`src/rtl/result_stream_serializer.sv`:
```
// result_stream_serializer
// Narrows 144-bit systolic-array result beats (9 x 16-bit elements) into
// 32-bit AXI-Stream words for the DMA S2MM channel. It also frames DMA packets
// by raising m_axis_last every PKT_BEATS input beats.
//
// Ports
//   axi_clk       system clock, rising edge
//   axi_clk_n     asynchronous active-low reset
//   s_axis_*      input beat stream (valid/data/ready); element C[i] is data[16i+15:16i]
//   m_axis_*      output word stream (valid/data/last/ready)
//   beat_count    input beats accepted in the current packet
//
// state   | meaning
// --------+---------------------------------------------------------------
// ST_IDLE | no beat held; ready for a new beat
// ST_SEND | streaming words of the held beat; word_idx selects the word
module result_stream_serializer #(
   parameter int ELEM_W    = 16,
   parameter int N_ELEM    = 9,
   parameter int OUT_W     = 32,
   parameter int PKT_BEATS = 1
) (
   input  logic                     axi_clk,
   input  logic                     axi_clk_n,
   input  logic                     s_axis_valid,
   input  logic [ELEM_W*N_ELEM-1:0] s_axis_data,
   output logic                     s_axis_ready,
   output logic                     m_axis_valid,
   output logic [OUT_W-1:0]         m_axis_data,
   output logic                     m_axis_last,
   input  logic                     m_axis_ready,
   output logic [15:0]              beat_count
);

   localparam int IN_W  = ELEM_W * N_ELEM;
   localparam int EPW   = OUT_W / ELEM_W;
   localparam int WORDS = (N_ELEM + EPW - 1) / EPW;
   localparam int PAD_W = WORDS * OUT_W;
   localparam int IDX_W = (WORDS > 1) ? $clog2(WORDS) : 1;
   localparam logic [IDX_W-1:0] LAST_IDX = IDX_W'(WORDS - 1);
   localparam logic [15:0]      PKT_LAST = 16'(PKT_BEATS);

   typedef enum logic [0:0] {
      ST_IDLE = 1'b0,
      ST_SEND = 1'b1
   } state_t;

   state_t             r_state;
   state_t             w_state_nxt;
   logic [IN_W-1:0]    r_buf;
   logic [IDX_W-1:0]   r_word_idx;
   logic [15:0]        r_beat_count;

   logic [PAD_W-1:0]   w_padded;
   logic [OUT_W-1:0]   w_words [WORDS];
   logic               w_last_word;
   logic               w_accept;
   logic               w_hs;
   logic               w_pkt_done;
   logic [15:0]        w_beat_base;

   // Element slots beyond N_ELEM in the final word read as zero.
   always_comb begin
      w_padded             = '0;
      w_padded[IN_W-1:0]   = r_buf;
   end

   always_comb begin
      for (int k = 0; k < WORDS; k++) begin
         w_words[k] = w_padded[k*OUT_W +: OUT_W];
      end
   end

   assign w_last_word = (r_word_idx == LAST_IDX);
   assign m_axis_data = w_words[r_word_idx];
   assign m_axis_last = m_axis_valid && w_last_word && (r_beat_count == PKT_LAST);
   assign w_accept    = s_axis_valid && s_axis_ready;
   assign w_hs        = m_axis_valid && m_axis_ready;
   assign w_pkt_done  = w_hs && m_axis_last;
   assign beat_count  = r_beat_count;

   always_ff @(posedge axi_clk or negedge axi_clk_n) begin
      if (!axi_clk_n) begin
         r_state <= ST_IDLE;
      end else begin
         r_state <= w_state_nxt;
      end
   end

   // s_axis_ready is opened on the final-word handshake so a waiting beat is
   // taken on the same edge, giving back-to-back beats with no idle cycle.
   always_comb begin
      w_state_nxt  = r_state;
      m_axis_valid = 1'b0;
      s_axis_ready = 1'b0;
      case (r_state)
         ST_IDLE: begin
            s_axis_ready = 1'b1;
            if (s_axis_valid) begin
               w_state_nxt = ST_SEND;
            end
         end
         ST_SEND: begin
            m_axis_valid = 1'b1;
            s_axis_ready = w_last_word && m_axis_ready;
            if (m_axis_ready && w_last_word && !s_axis_valid) begin
               w_state_nxt = ST_IDLE;
            end
         end
         default: begin
            w_state_nxt = ST_IDLE;
         end
      endcase
   end

   // Packet wrap and a new-beat increment on the same edge settle to 1.
   assign w_beat_base = w_pkt_done ? 16'd0 : r_beat_count;

   always_ff @(posedge axi_clk or negedge axi_clk_n) begin
      if (!axi_clk_n) begin
         r_buf        <= '0;
         r_word_idx   <= '0;
         r_beat_count <= '0;
      end else begin
         if (w_accept) begin
            r_buf      <= s_axis_data;
            r_word_idx <= '0;
         end else if (w_hs) begin
            r_word_idx <= w_last_word ? '0 : r_word_idx + 1'b1;
         end
         r_beat_count <= w_beat_base + {15'd0, w_accept};
      end
   end

endmodule

```
`config.mk`:
```
export PLATFORM = sky130hd
export DESIGN_NAME = result_stream_serializer
export DESIGN_NICKNAME = d
export VERILOG_FILES = /design/src/rtl/result_stream_serializer.sv
export SDC_FILE = /design/constraint.sdc
export NUM_CORES = 1
export LEC_CHECK = 0
export BUFFER_PORTS_ARGS = -buffer_cell sky130_fd_sc_hd__clkbuf_2
export CAP_MARGIN = 10
export CELL_PAD_IN_SITES_DETAIL_PLACEMENT = 1
export CELL_PAD_IN_SITES_GLOBAL_PLACEMENT = 1
export CORE_UTILIZATION = 44
export DETAILED_ROUTE_END_ITERATION = 8
export GPL_TIMING_DRIVEN = 0
export PLACE_DENSITY_LB_ADDON = 0.1
export SLEW_MARGIN = 20
export SYNTH_ARGS = -nofsm -noshare
export SYNTH_HDL_FRONTEND = slang
export SYNTH_SLANG_ARGS = --single-unit
```
`constraint.sdc`:
```
create_clock -name axi_clk -period 3.75 [get_ports axi_clk]
set_input_delay 0.75 -clock axi_clk [delete_from_list [all_inputs] [get_ports axi_clk]]
set_output_delay 0.75 -clock axi_clk [all_outputs]
set_load 0.02 [all_outputs]
```
; Yosys cells after proc, flatten, opt, wreduce, memory -nomap -nowiden
; Cells that the tools add are included.
; Widths: inputs -> output; s select.
[word_totals]
ram_bits = 0
n_memories = 0
rom_bits = 0
out_inout_bits = 51
word_cells = 32
latchBits = 0
ff_bits = 164
[op_classes]
magnitude_cmp = 1
n_shift = 0
reduce_logical = 9
div = 0
n_addsub = 2
n_mul = 0
n_bitwise = 2
n_eq_ne = 2
mux = 12
[op_table]
columns = cell, count
row1 = $bmux 32 s3, 1
row2 = $mux 32, 2
row3 = $add 16x1->16, 1
row4 = $eq 16x1->1 const B, 1
row5 = $mux 16, 1
row6 = $mux 3, 3
row7 = $logic_and 1x1->1, 7
row8 = $ge 4x4->1 const B, 1
row9 = $not 3->4, 1
row10 = $pmux 1 s2, 2
row11 = $add 3x1->3 const B, 1
row12 = $eq 3x3->1 const B, 1
row13 = $mux 1, 3
row14 = $reduce_bool 2->1, 1
row15 = $logic_not 1->1, 1
row16 = $not 1->1, 1

; Logic depth before layout (Yosys ltp)
; Gate-level depths: netlist of the first run.
[logic_depth]
depth_word = 6
ltp_mapped = 14
ltp_nobuf = 10

; Worst setup path before layout of the first run
; Ideal clock, no wire load.
[synth_timing]
path_kind = flip-flop to flip-flop
from = register r_word_idx[1]
to = register r_beat_count[14] (netlist: beat_count[14])
synth_period_minus_slack_ns = 3.008
path_stages_with_launch = 14
setup_time_ns = 0.080
arrival_time_ns = 2.928
path_buffers = 3
path_slack_ns = 0.742
path_cell_list = dfrtp_1 -> clkbuf_1 -> buf_2 -> clkbuf_1 -> inv_1 -> ha_1 -> and2_1 -> and4_1 -> a31oi_1 -> ha_1 -> ha_1 -> nand3_1 -> nor4_1 -> xor2_1
[synth_via]
elab_chain_cells = 6
[synth_rtl]
columns = item, line_no
row1 = start: declaration, 51  ; logic [IDX_W-1:0] r_word_idx;
row2 = start signal: assignment, 129  ; r_word_idx <= w_last_word ? '0 : r_word_idx + 1'b1;
row3 = $eq 3x3->1 *, 74  ; assign w_last_word = (r_word_idx == LAST_IDX);
row4 = $logic_and 1x1->1 (2 in a row), 76  ; assign m_axis_last = m_axis_valid && w_last_word && (r_beat_count == PKT_LAST);
row5 = $logic_and 1x1->1, 79  ; assign w_pkt_done = w_hs && m_axis_last;
row6 = $mux 16, 117  ; assign w_beat_base = w_pkt_done ? 16'd0 : r_beat_count;
row7 = $add 16x1->16 *, 131  ; r_beat_count <= w_beat_base + {15'd0, w_accept};
row8 = end signal: assignment, 131
row9 = end: declaration, 52  ; logic [15:0] r_beat_count;
; Mark *: on every way between the ends. The rest lies on a longest branch, timed or not.
; A chain may end at the register's enable or synchronous reset.

; Final worst setup path of the first run
; Ends and elaborated chain as after synthesis.

==> summary.txt, run 1 <==
Worst Path Required = 4.10 ns
commonest non-fill, non-tap cells in the layout = 199 x clkbuf_2, 164 x dfrtp_1, 100 x mux2_4
Max H-tree Level = 4
Vias/cell = 5.31
design area = 0.00991 mm²
Critical Path Start Type = flip-flop
HP Class = input port to asynchronous set/reset pin
Worst Setup End Kind = flip-flop
Final Power = 8610 µW
core area = 0.0175 mm²
routed wire length = 20.7 mm
Synth cell types = 43
Num CTS Buffers = 17
total vias in the final route = 5132
Placed Area = 0.00929 mm²
Power Dens Cells = 869 mW/mm²
Worst Setup SP = r_word_idx[1]$_DFFE_PN0P_
first-pass iteration count of the detailed router = 4
largest net degree at the start of global routing = 95
reg-to-reg endpoint = beat_count[14]$_DFF_PN0_
Yosys warning total = 0
clock slew at reported path FFs = 0.06 ns
Worst Tran Pin Value = 0.614 ns
ANT cells = 0
port bufs = 198
flop2flop setup slack = 0.36 ns
LEAKAGE = 0.00477 µW
Final Cycle Share = 90.5%
initial antenna violation count = 0
CTS tree = done
combinational fraction of design power = 43.5%
grt ovf = 0
first-pass GRT wire length = 32.3 mm
Post-synth top flop = dfrtp_1
Ports = 199
final hold violation count = 0
worst r2r src = r_word_idx[1]$_DFFE_PN0P_
outcome = finished clean
worst-path fanout max = 19
worst skew pair latency = 0.43 ns
layout cells sized above 1 = 59.4%
WP data arrival = 3.75 ns
DIE AREA = 0.0187 mm²
Placer Congestion = 0.833
row count = 48
minimum clock period = 3.39 ns
synthesized area per cell = 15.6 µm²
Max Root-Sink Buffers = 2
FF+latch count, synth = 164
TNS Setup = 0 ns
die width = 137 µm
Mapped Cells = 511
sequential share of power = 35.7%
clock root buffer master = clkbuf_16
post-route ant nets = 0
Initial DRC Count = 174
Final Max Tran Viols = 0
ys async rst share = 100%
Post-synth EDFFs = 0
sequential area share after synthesis = 51.4%
max-capacitance violation count = 0
Nets = 880
Synthesized Nets = 663
HPWL after detailed placement = 14.7 mm
die height = 137 µm
NetSw = 2940 µW
DRC Markers = 0
vias in the first global route = 5813
final setup margin = 0.355 ns
Non-Filler Instances = 966
Area Overhead vs Synth = 24.1%
headroom to the max-slew limit = 59.1%
RSZ-0062 raised after global routing = no
f_max = 295 MHz
cell area after synthesis = 0.00798 mm²
CTS Hold Bufs = 0
Starting Density = 45.7%
WL/cell = 21.4 µm
clock share of power = 20.8%
Final Setup Violations = 0
commonest non-fill, non-tap cell in the layout = clkbuf_2
R2R depth = 13
clock sink count = 164
CP Class = flip-flop to flip-flop
dpl ws = -0.0978 ns
All-Layer GR Usage = 23.4%
sw frac = 34.2%
post-route clock skew = 0.00954 ns
Pint = 5660 µW
Placed Cells incl. Taps = 935
Peak VDD IR = 520 µV
[worst max path at each step]
stage | end | slack, ns
6_report | beat_count[14]$_DFF_PN0_ | 0.36
5_1_grt | beat_count[14]$_DFF_PN0_ | 0.13
3_3_place_gp | r_buf[115]$_DFFE_PN0N_ | -0.96
4_1_cts | beat_count[14]$_DFF_PN0_ | 0.05
3_5_place_dp | beat_count[14]$_DFF_PN0_ | -0.1
2_1_floorplan | beat_count[14]$_DFF_PN0_ | 0.74
[power groups by stage]
stage / combinational (µW) / sequential [µW] / clock [µW]
2_1_floorplan: 2790 / 2920 / 0
3_3_place_gp: 3660 / 3020 / 0
3_5_place_dp: 3760 / 3080 / 0
4_1_cts: 3800 / 3070 / 1830
5_1_grt: 4030 / 3160 / 1910
6_report: 3740 / 3070 / 1790
[state kept, by name (all words and copies together), names as in the netlist]
register and flops:
beat_count 16, r_buf 144, r_word_idx 3, r_state 1
[per-stage QoR]
stage	hold WS, ns	utilization, %
floorplan	0.453	-
global placement	0.472	53.0
detailed placement	0.492	53.2
CTS	0.357	56.6
global route	0.370	56.7
finish	0.333	56.7
[cell families (layout without fill, tap and decap cells)]
group / after synthesis / after routing / share of synthesized area (%)
AO/OA/AOI/OAI: 38 / 38 / 3.32
adder cells (fa/ha/maj): 4 / 4 / 0.627
buffers and inverters: 40 / 270 / 4.80
flip-flops: 164 / 164 / 51.4
multiplexers: 192 / 192 / 33.8
XOR/XNOR: 14 / 14 / 1.54
AND/OR/NAND/NOR: 59 / 59 / 4.51
[per-layer routing]
layer | part of all wire (%) | GRT usage [%] | vias to the layer above
met5 | 0 | 0 | -
met4 | 1.3 | 6.36 | 0
met3 | 6.2 | 6.30 | 21
met2 | 50 | 39.2 | 147
met1 | 42 | 29.8 | 2654
li1 | - | - | 2310
[synthesized netlist by cell type (all sizes together), types with 2 or more instances]
cell      n  area (µm²)
dfrtp   164        4100
mux2    160        2180
buf      27         333
nor2b    17         106
a22oi    16         120
mux2i    16         160
mux4     16         360
o22ai    16         100
xor2      9        78.8
nand3     8        52.6
clkbuf    7        27.5
nand2     6        22.5
nor4      6        37.5
inv       5        18.8
xnor2     5        43.8
ha        4        50.1
nor2      4        15.0
nor3      4        20.0
a21oi     3        15.0
nand4     3        25.0
nand2b    2        12.5
[what timing repair did]
| action | in CTS | in global routing |
|---|---|---|
| endpoints found under the hold margin | 0 | 0 |
| gates resized for setup | 1 | 2 |
| endpoints found under the setup margin | 6 | 7 |
| pin swaps | 0 | 0 |
| buffers inserted | 0 | 1 |
[critical path, cell delays in order (launching register included)]
cell and delay (ns):
dfrtp_1 0.38, clkbuf_2 0.24, buf_2 0.31, inv_1 0.10, ha_1 0.24, nand3_4 0.11, a21boi_4 0.25, buf_6 0.22
buf_6 0.20, ha_1 0.28, ha_1 0.28, nand3_1 0.21, nor4_2 0.33, xor2_1 0.16
[layout make-up]
class / count / area (µm²)
Fill cell: 1759 / 7570
Tap cell: 225 / 282
Clock inverter: 11 / 125
Inverter: 6 / 26.3
Timing Repair Buffer: 200 / 1030
Buffer: 32 / 353
Sequential cell: 164 / 4100
Multi-Input combinational cell: 307 / 3500
Clock buffer: 21 / 480
(Power assumes the default switching activity.)
==> run 2: changes to the inputs <==
==> config.mk (replaced) <==
export PLATFORM = sky130hd
export DESIGN_NAME = result_stream_serializer
export DESIGN_NICKNAME = d
export VERILOG_FILES = /design/src/rtl/result_stream_serializer.sv
export SDC_FILE = /design/constraint.sdc
export NUM_CORES = 1
export LEC_CHECK = 0
export BUFFER_PORTS_ARGS = -buffer_cell sky130_fd_sc_hd__clkbuf_2
export CAP_MARGIN = 10
export CORE_UTILIZATION = 54
export DETAILED_ROUTE_END_ITERATION = 8
export GPL_TIMING_DRIVEN = 0
export PLACE_DENSITY = 0.81
export RECOVER_POWER = 25
export SLEW_MARGIN = 30
export SYNTH_ARGS = -nofsm -noshare
export SYNTH_HDL_FRONTEND = slang
export SYNTH_SLANG_ARGS = --single-unit
==> run 2 against run 1 <==
The run now ends with max-capacitance violations, max-slew violations left. Final cell count decreased by 4.1%. Non-clock buffer count increased by 1. Cell area fell by 0.80%. Clock power about the same. Sequential share of layout area grew 0.33 points. Power shrank 0.14%. First-iteration DRC count increased by 46%. Die area is 18% lower. Via count rose by 1.2%. Count of clock-buffer cells in the layout down 2. Worst setup slack worse by 0.078 ns. Global-route usage up 2.7 points. Largest cell class unchanged.
==> summary.txt, run 2 (synthesis results as in run 1) <==
worst skew pair latency = 0.43 ns (about the same)
Placed Area = 0.00927 mm² (-0.26%)
Final Power = 8590 µW (-0.14%)
ANT cells = 0 (unchanged)
clock sink count = 164 (unchanged)
WL/cell = 20.8 µm (-3.0%)
Worst Setup SP = r_word_idx[0]$_DFFE_PN0P_
LEAKAGE = 0.00474 µW (-0.51%)
Worst Path Required = 4.10 ns (about the same)
core area = 0.0145 mm² (-17%)
layout cells sized above 1 = 59.4% (about the same)
All-Layer GR Usage = 26.1% (+2.7 points)
RSZ-0062 raised after global routing = no
die width = 124 µm (-9.6%)
R2R depth = 14 (+1)
row count = 44 (-8.3%)
Non-Filler Instances = 926 (-4.1%)
Min-Delay Endpoint = r_buf[117]$_DFFE_PN0N_
Final Cycle Share = 92.6% (+2.1 points)
CTS Hold Bufs = 0 (unchanged)
CP cell instances = buf_4 -> buf_4 -> clkinvlp_4 -> clkbuf_4 -> ha_1 -> nand3_4 -> a21boi_4 -> buf_6 -> buf_6 -> ha_1 -> ha_2 -> nand3_1 -> nor4_2 -> xor2_1
Power Dens Cells = 874 mW/mm² (+0.66%)
HP Class = flip-flop to flip-flop
Final Max Tran Viols = 141 (+141)
clock slew at reported path FFs = 0.07 ns (about the same)
Max H-tree Level = 4 (unchanged)
Worst Tran Pin Value = 1.81 ns (+1.19 ns)
CP bufs+invs = 6 (+1)
f_max = 288 MHz (-2.3%)
Final Setup Violations = 0 (unchanged)
family with the most delay on the worst path = buffers and inverters
first-pass GRT wire length = 29.6 mm (-8.3%)
headroom to the max-slew limit = -20.5% (-80 points)
worst-path fanout max = 10 (-9)
final hold violation count = 0 (unchanged)
CTS tree = done
flop2flop setup slack = 0.28 ns (-0.08 ns)
Num CTS Buffers = 17 (unchanged)
total vias in the final route = 5193 (+1.2%)
Critical Path Start Type = flip-flop
Peak VDD IR = 585 µV (+13%)
design area = 0.00983 mm² (-0.80%)
outcome = finished with violations
post-route clock skew = 0.0107 ns (+0.00111 ns)
Placer Congestion = 0.833 (about the same)
vias in the first global route = 5603 (-3.6%)
port bufs = 198 (unchanged)
max reg flops = 144 (unchanged)
minimum clock period = 3.47 ns (+0.0783 ns)
CP Class = flip-flop to flip-flop
post-route ant nets = 0 (unchanged)
worst r2r src = r_word_idx[0]$_DFFE_PN0P_
Starting Density = 55.1% (+9.5 points)
failing checks = max-capacitance violations, max-slew violations
DIE AREA = 0.0153 mm² (-18%)
routed wire length = 19.3 mm (-7.1%)
Nets = 881 (+0.11%)
reg-to-reg endpoint = beat_count[14]$_DFF_PN0_
TNS Setup = 0 ns (unchanged)
clock root buffer master = clkbuf_16
max-capacitance violation count = 2 (+2)
Hold Crit Depth = 1
CP max stage cell = dfrtp_1
HPWL after detailed placement = 13.8 mm (-6.5%)
Worst Setup End Kind = flip-flop
Ports = 199 (unchanged)
Placed Cells incl. Taps = 895 (-4.3%)
dpl ws = 0.0623 ns (+0.160 ns)
WP data arrival = 3.82 ns (+0.07 ns)
Area Overhead vs Synth = 23.1%
crit-path max cell delay = 0.38 ns (about the same)
DRC Markers = 0 (unchanged)
initial antenna violation count = 0 (unchanged)
largest reg by FF count = r_buf
Max Root-Sink Buffers = 2 (unchanged)
commonest non-fill, non-tap cells in the layout = 201 x clkbuf_2, 164 x dfrtp_1, 100 x mux2_4
final setup margin = 0.277 ns (-0.0783 ns)
largest net degree at the start of global routing = 75 (-21%)
Vias/cell = 5.61 (+5.6%)
grt ovf = 0 (unchanged)
Initial DRC Count = 254 (+46%)
hold_sp = r_buf[117]$_DFFE_PN0N_
die height = 124 µm (-9.6%)
commonest non-fill, non-tap cell in the layout = clkbuf_2
first-pass iteration count of the detailed router = 5 (+1)
-- run 2: area by class of cell --
| class | count | area [µm²] |
|---|---|---|
| Buffer | 33 | 360 |
| Clock buffer | 19 | 453 |
| Inverter | 6 | 26.3 |
| Tap cell | 184 | 230 |
| Fill cell | 1005 | 4650 |
| Sequential cell | 164 | 4100 |
| Multi-Input combinational cell | 307 | 3500 |
| Clock inverter | 13 | 150 |
| Timing Repair Buffer | 200 | 1000 |
-- run 2: worst max path at each step --
stage,cells after the start,slack (ns),to
2_1_floorplan,13,0.74,beat_count[14]$_DFF_PN0_
3_3_place_gp,1,-0.74,r_buf[135]$_DFFE_PN0N_
3_5_place_dp,13,0.06,beat_count[14]$_DFF_PN0_
4_1_cts,13,0.04,beat_count[14]$_DFF_PN0_
5_1_grt,14,0.03,beat_count[14]$_DFF_PN0_
6_report,14,0.28,beat_count[14]$_DFF_PN0_
-- run 2: timing repair --
item,in CTS,in global routing
resized for setup,0,6
setup endpoints to repair,0,9
buffers inserted,0,0
-- run 2: worst reg2reg max path: stages (launching register included) --
cell and delay [ns]:
dfrtp_1 0.38, buf_4 0.20, buf_4 0.21, clkinvlp_4 0.16, clkbuf_4 0.23, ha_1 0.28
nand3_4 0.11, a21boi_4 0.25, buf_6 0.21, buf_6 0.19, ha_1 0.27, ha_2 0.25
nand3_1 0.16, nor4_2 0.31, xor2_1 0.17
-- run 2: metrics by stage --
step                      hold WS, ns  utilization [%]
after CTS                       0.203             68.2
after global placement          0.462             63.6
after global routing            0.516             67.9
after floorplan                 0.453                -
after detailed placement        0.478             64.0
final                           0.490             67.9
-- run 2: routing by layer --
layer	wire, µm	track usage (%)
met5	0	0
met2	9650	43.2
met3	1260	7.10
met1	7980	32.7
met4	358	9.64
-- run 2: report_power, final --
part	total (µW)	internal [µW]	switching [µW]
Combinational	3740	2030	1700
Sequential	3080	2580	505
Clock	1780	1030	750
Total	8590	5630	2960
==> run 3: changes to the inputs <==
--- a/config.mk
+++ b/config.mk
@@ -7,10 +7,10 @@
 export LEC_CHECK = 0
 export BUFFER_PORTS_ARGS = -buffer_cell sky130_fd_sc_hd__clkbuf_2
 export CAP_MARGIN = 10
-export CORE_UTILIZATION = 54
+export CORE_UTILIZATION = 58
 export DETAILED_ROUTE_END_ITERATION = 8
 export GPL_TIMING_DRIVEN = 0
-export PLACE_DENSITY = 0.81
+export PLACE_DENSITY = 0.86
 export RECOVER_POWER = 25
 export SLEW_MARGIN = 30
 export SYNTH_ARGS = -nofsm -noshare
==> constraint.sdc (replaced) <==
create_clock -name axi_clk -period 4.45 [get_ports axi_clk]
set_input_delay 0.89 -clock axi_clk [delete_from_list [all_inputs] [get_ports axi_clk]]
set_output_delay 0.89 -clock axi_clk [all_outputs]
set_load 0.02 [all_outputs]
==> run 3 against run 2 <==
The flow still finishes with violations (max-capacitance violations, max-slew violations). Die area down 6.8%. Largest cell class unchanged. Clock power down 21%. Clock skew down 0.0026 ns. Critical endpoint is now m_axis_last. Final cell count down 0.86%.
==> summary.txt, run 3 (synthesis results as in run 1) <==
Placed Area = 0.00923 mm² (-0.41%)
Final Max Tran Viols = 84 (-40%)
Num CTS Buffers = 17 (unchanged)
final setup margin = 0.574 ns (+0.297 ns)
clock root buffer master = clkbuf_16
design area = 0.00979 mm² (-0.42%)
sw frac = 33.9% (-0.56 points)
R2R depth = 13 (-1)
Final Cycle Share = 87.1%
Max Root-Sink Buffers = 2 (unchanged)
post-route ant nets = 0 (unchanged)
HP Class = flip-flop to flip-flop
minimum clock period = 3.88 ns
port bufs = 198 (unchanged)
headroom to the max-slew limit = -42.2% (-22 points)
NetSw = 2410 µW (-18%)
cts repair resizes = 0 (unchanged)
total vias in the final route = 5167 (-0.50%)
die height = 119 µm (-3.5%)
layout cells sized above 1 = 58.5% (-0.94 points)
Power Dens Cells = 728 mW/mm² (-17%)
worst skew pair latency = 0.43 ns (about the same)
grt ovf = 0 (unchanged)
outcome = finished with violations
CP Class = flip-flop to primary output
post-route clock skew = 0.00801 ns (-0.00264 ns)
die width = 119 µm (-3.5%)
Worst Path Required = 3.56 ns (-0.54 ns)
Critical Path Start Type = flip-flop
Nets = 881 (unchanged)
WP data arrival = 2.99 ns (-0.83 ns)
DIE AREA = 0.0142 mm² (-6.8%)
ANT cells = 0 (unchanged)
Ports = 199 (unchanged)
Hold Slack = 0.505 ns (+0.0156 ns)
CTS tree = done
max reg flops = 144 (unchanged)
Final Setup Violations = 0 (unchanged)
Placed Cells incl. Taps = 886 (-1.0%)
commonest non-fill, non-tap cells in the layout = 199 x clkbuf_2, 164 x dfrtp_1, 100 x mux2_4
first-pass GRT wire length = 30.1 mm (+1.7%)
largest net degree at the start of global routing = 85 (+13%)
worst-path fanout max = 10 (unchanged)
Non-Filler Instances = 918 (-0.86%)
routed wire length = 18.8 mm (-2.4%)
commonest non-fill, non-tap cell in the layout = clkbuf_2
HPWL after detailed placement = 13.6 mm (-1.4%)
clock slew at reported path FFs = 0.06 ns (about the same)
f_max = 258 MHz
Starting Density = 59.8% (+4.7 points)
Worst Tran Pin Value = 2.13 ns (+0.325 ns)
Max H-tree Level = 4 (unchanged)
LEAKAGE = 0.00475 µW (about the same)
RSZ-0062 raised after global routing = no
WL/cell = 20.5 µm (-1.5%)
Initial DRC Count = 311 (+22%)
Area Overhead vs Synth = 22.6%
DRC Markers = 0 (unchanged)
clock share of power = 19.7% (-1.0 points)
dpl ws = 0.654 ns (+0.592 ns)
Peak VDD IR = 501 µV (-14%)
post-CTS setup buffers = 0 (unchanged)
Placer Congestion = 0.813 (-2.5%)
Vias/cell = 5.63 (+0.37%)
All-Layer GR Usage = 28.1% (+2.0 points)
failing checks = max-capacitance violations, max-slew violations
flop2flop setup slack = 0.63 ns (+0.35 ns)
Pint = 4710 µW (-16%)
initial antenna violation count = 0 (unchanged)
sequential share of power = 36.5% (+0.6 points)
Final Power = 7120 µW (-17%)
first-pass iteration count of the detailed router = 5 (unchanged)
Worst Setup End Kind = primary output
Hold Crit Depth = 1 (unchanged)
clock sink count = 164 (unchanged)
max-capacitance violation count = 1 (-1)
CTS Hold Bufs = 0 (unchanged)
core area = 0.0133 mm² (-7.8%)
final hold violation count = 0 (unchanged)
row count = 42 (-4.5%)
combinational fraction of design power = 43.8% (+0.3 points)
largest reg by FF count = r_buf
vias in the first global route = 5634 (+0.55%)
[run 3: through the flow]
stage | TNS, ns | util (%)
after floorplan | 0 | -
after global placement | -27.63 | 68.9
after detailed placement | 0 | 69.2
after CTS | 0 | 73.4
after global routing | 0 | 73.3
final | 0 | 73.3
[run 3: final cells by class]
type	instances	area, µm²
Buffer	34	360
Clock buffer	24	492
Clock inverter	8	73.8
Fill cell	892	3560
Inverter	6	22.5
Multi-Input combinational cell	307	3500
Sequential cell	164	4100
Tap cell	176	220
Timing Repair Buffer	199	1020
[run 3: metal layers]
metal / global-route usage (%) / wire, µm / vias up
li1: - / - / 2313
met1: 34.6 / 7530 / 2626
met2: 47.7 / 9580 / 199
met3: 7.66 / 1310 / 29
met4: 9.92 / 367 / 0
met5: 0 / 0 / -
[run 3: worst paths after layout]
kind,start,endpoint
min in group asynchronous,axi_clk_n,beat_count[11]$_DFF_PN0_
max reg2reg,r_word_idx[1]$_DFFE_PN0P_,beat_count[14]$_DFF_PN0_
min,r_buf[134]$_DFFE_PN0N_,r_buf[134]$_DFFE_PN0N_
min reg2reg,r_buf[134]$_DFFE_PN0N_,r_buf[134]$_DFFE_PN0N_
max,r_word_idx[1]$_DFFE_PN0P_,m_axis_last
max in group asynchronous,axi_clk_n,r_buf[127]$_DFFE_PN0N_
[run 3: power by group through the flow]
stage	Sequential, µW	Clock [µW]	Combinational [µW]
global placement	2540	0	3040
floorplan	2460	0	2350
detailed placement	2590	0	3130
CTS	2590	1430	3150
finish	2600	1400	3120
global route	2660	1500	3330
[run 3: critical path: stages (launching register included)]
cell      delay, ns
dfrtp_1        0.35
clkbuf_1       0.43
buf_2          0.34
clkbuf_1       0.41
inv_1          0.09
ha_1           0.26
and2_1         0.22
and4_1         0.17
nor3b_1        0.13
clkbuf_2       0.16
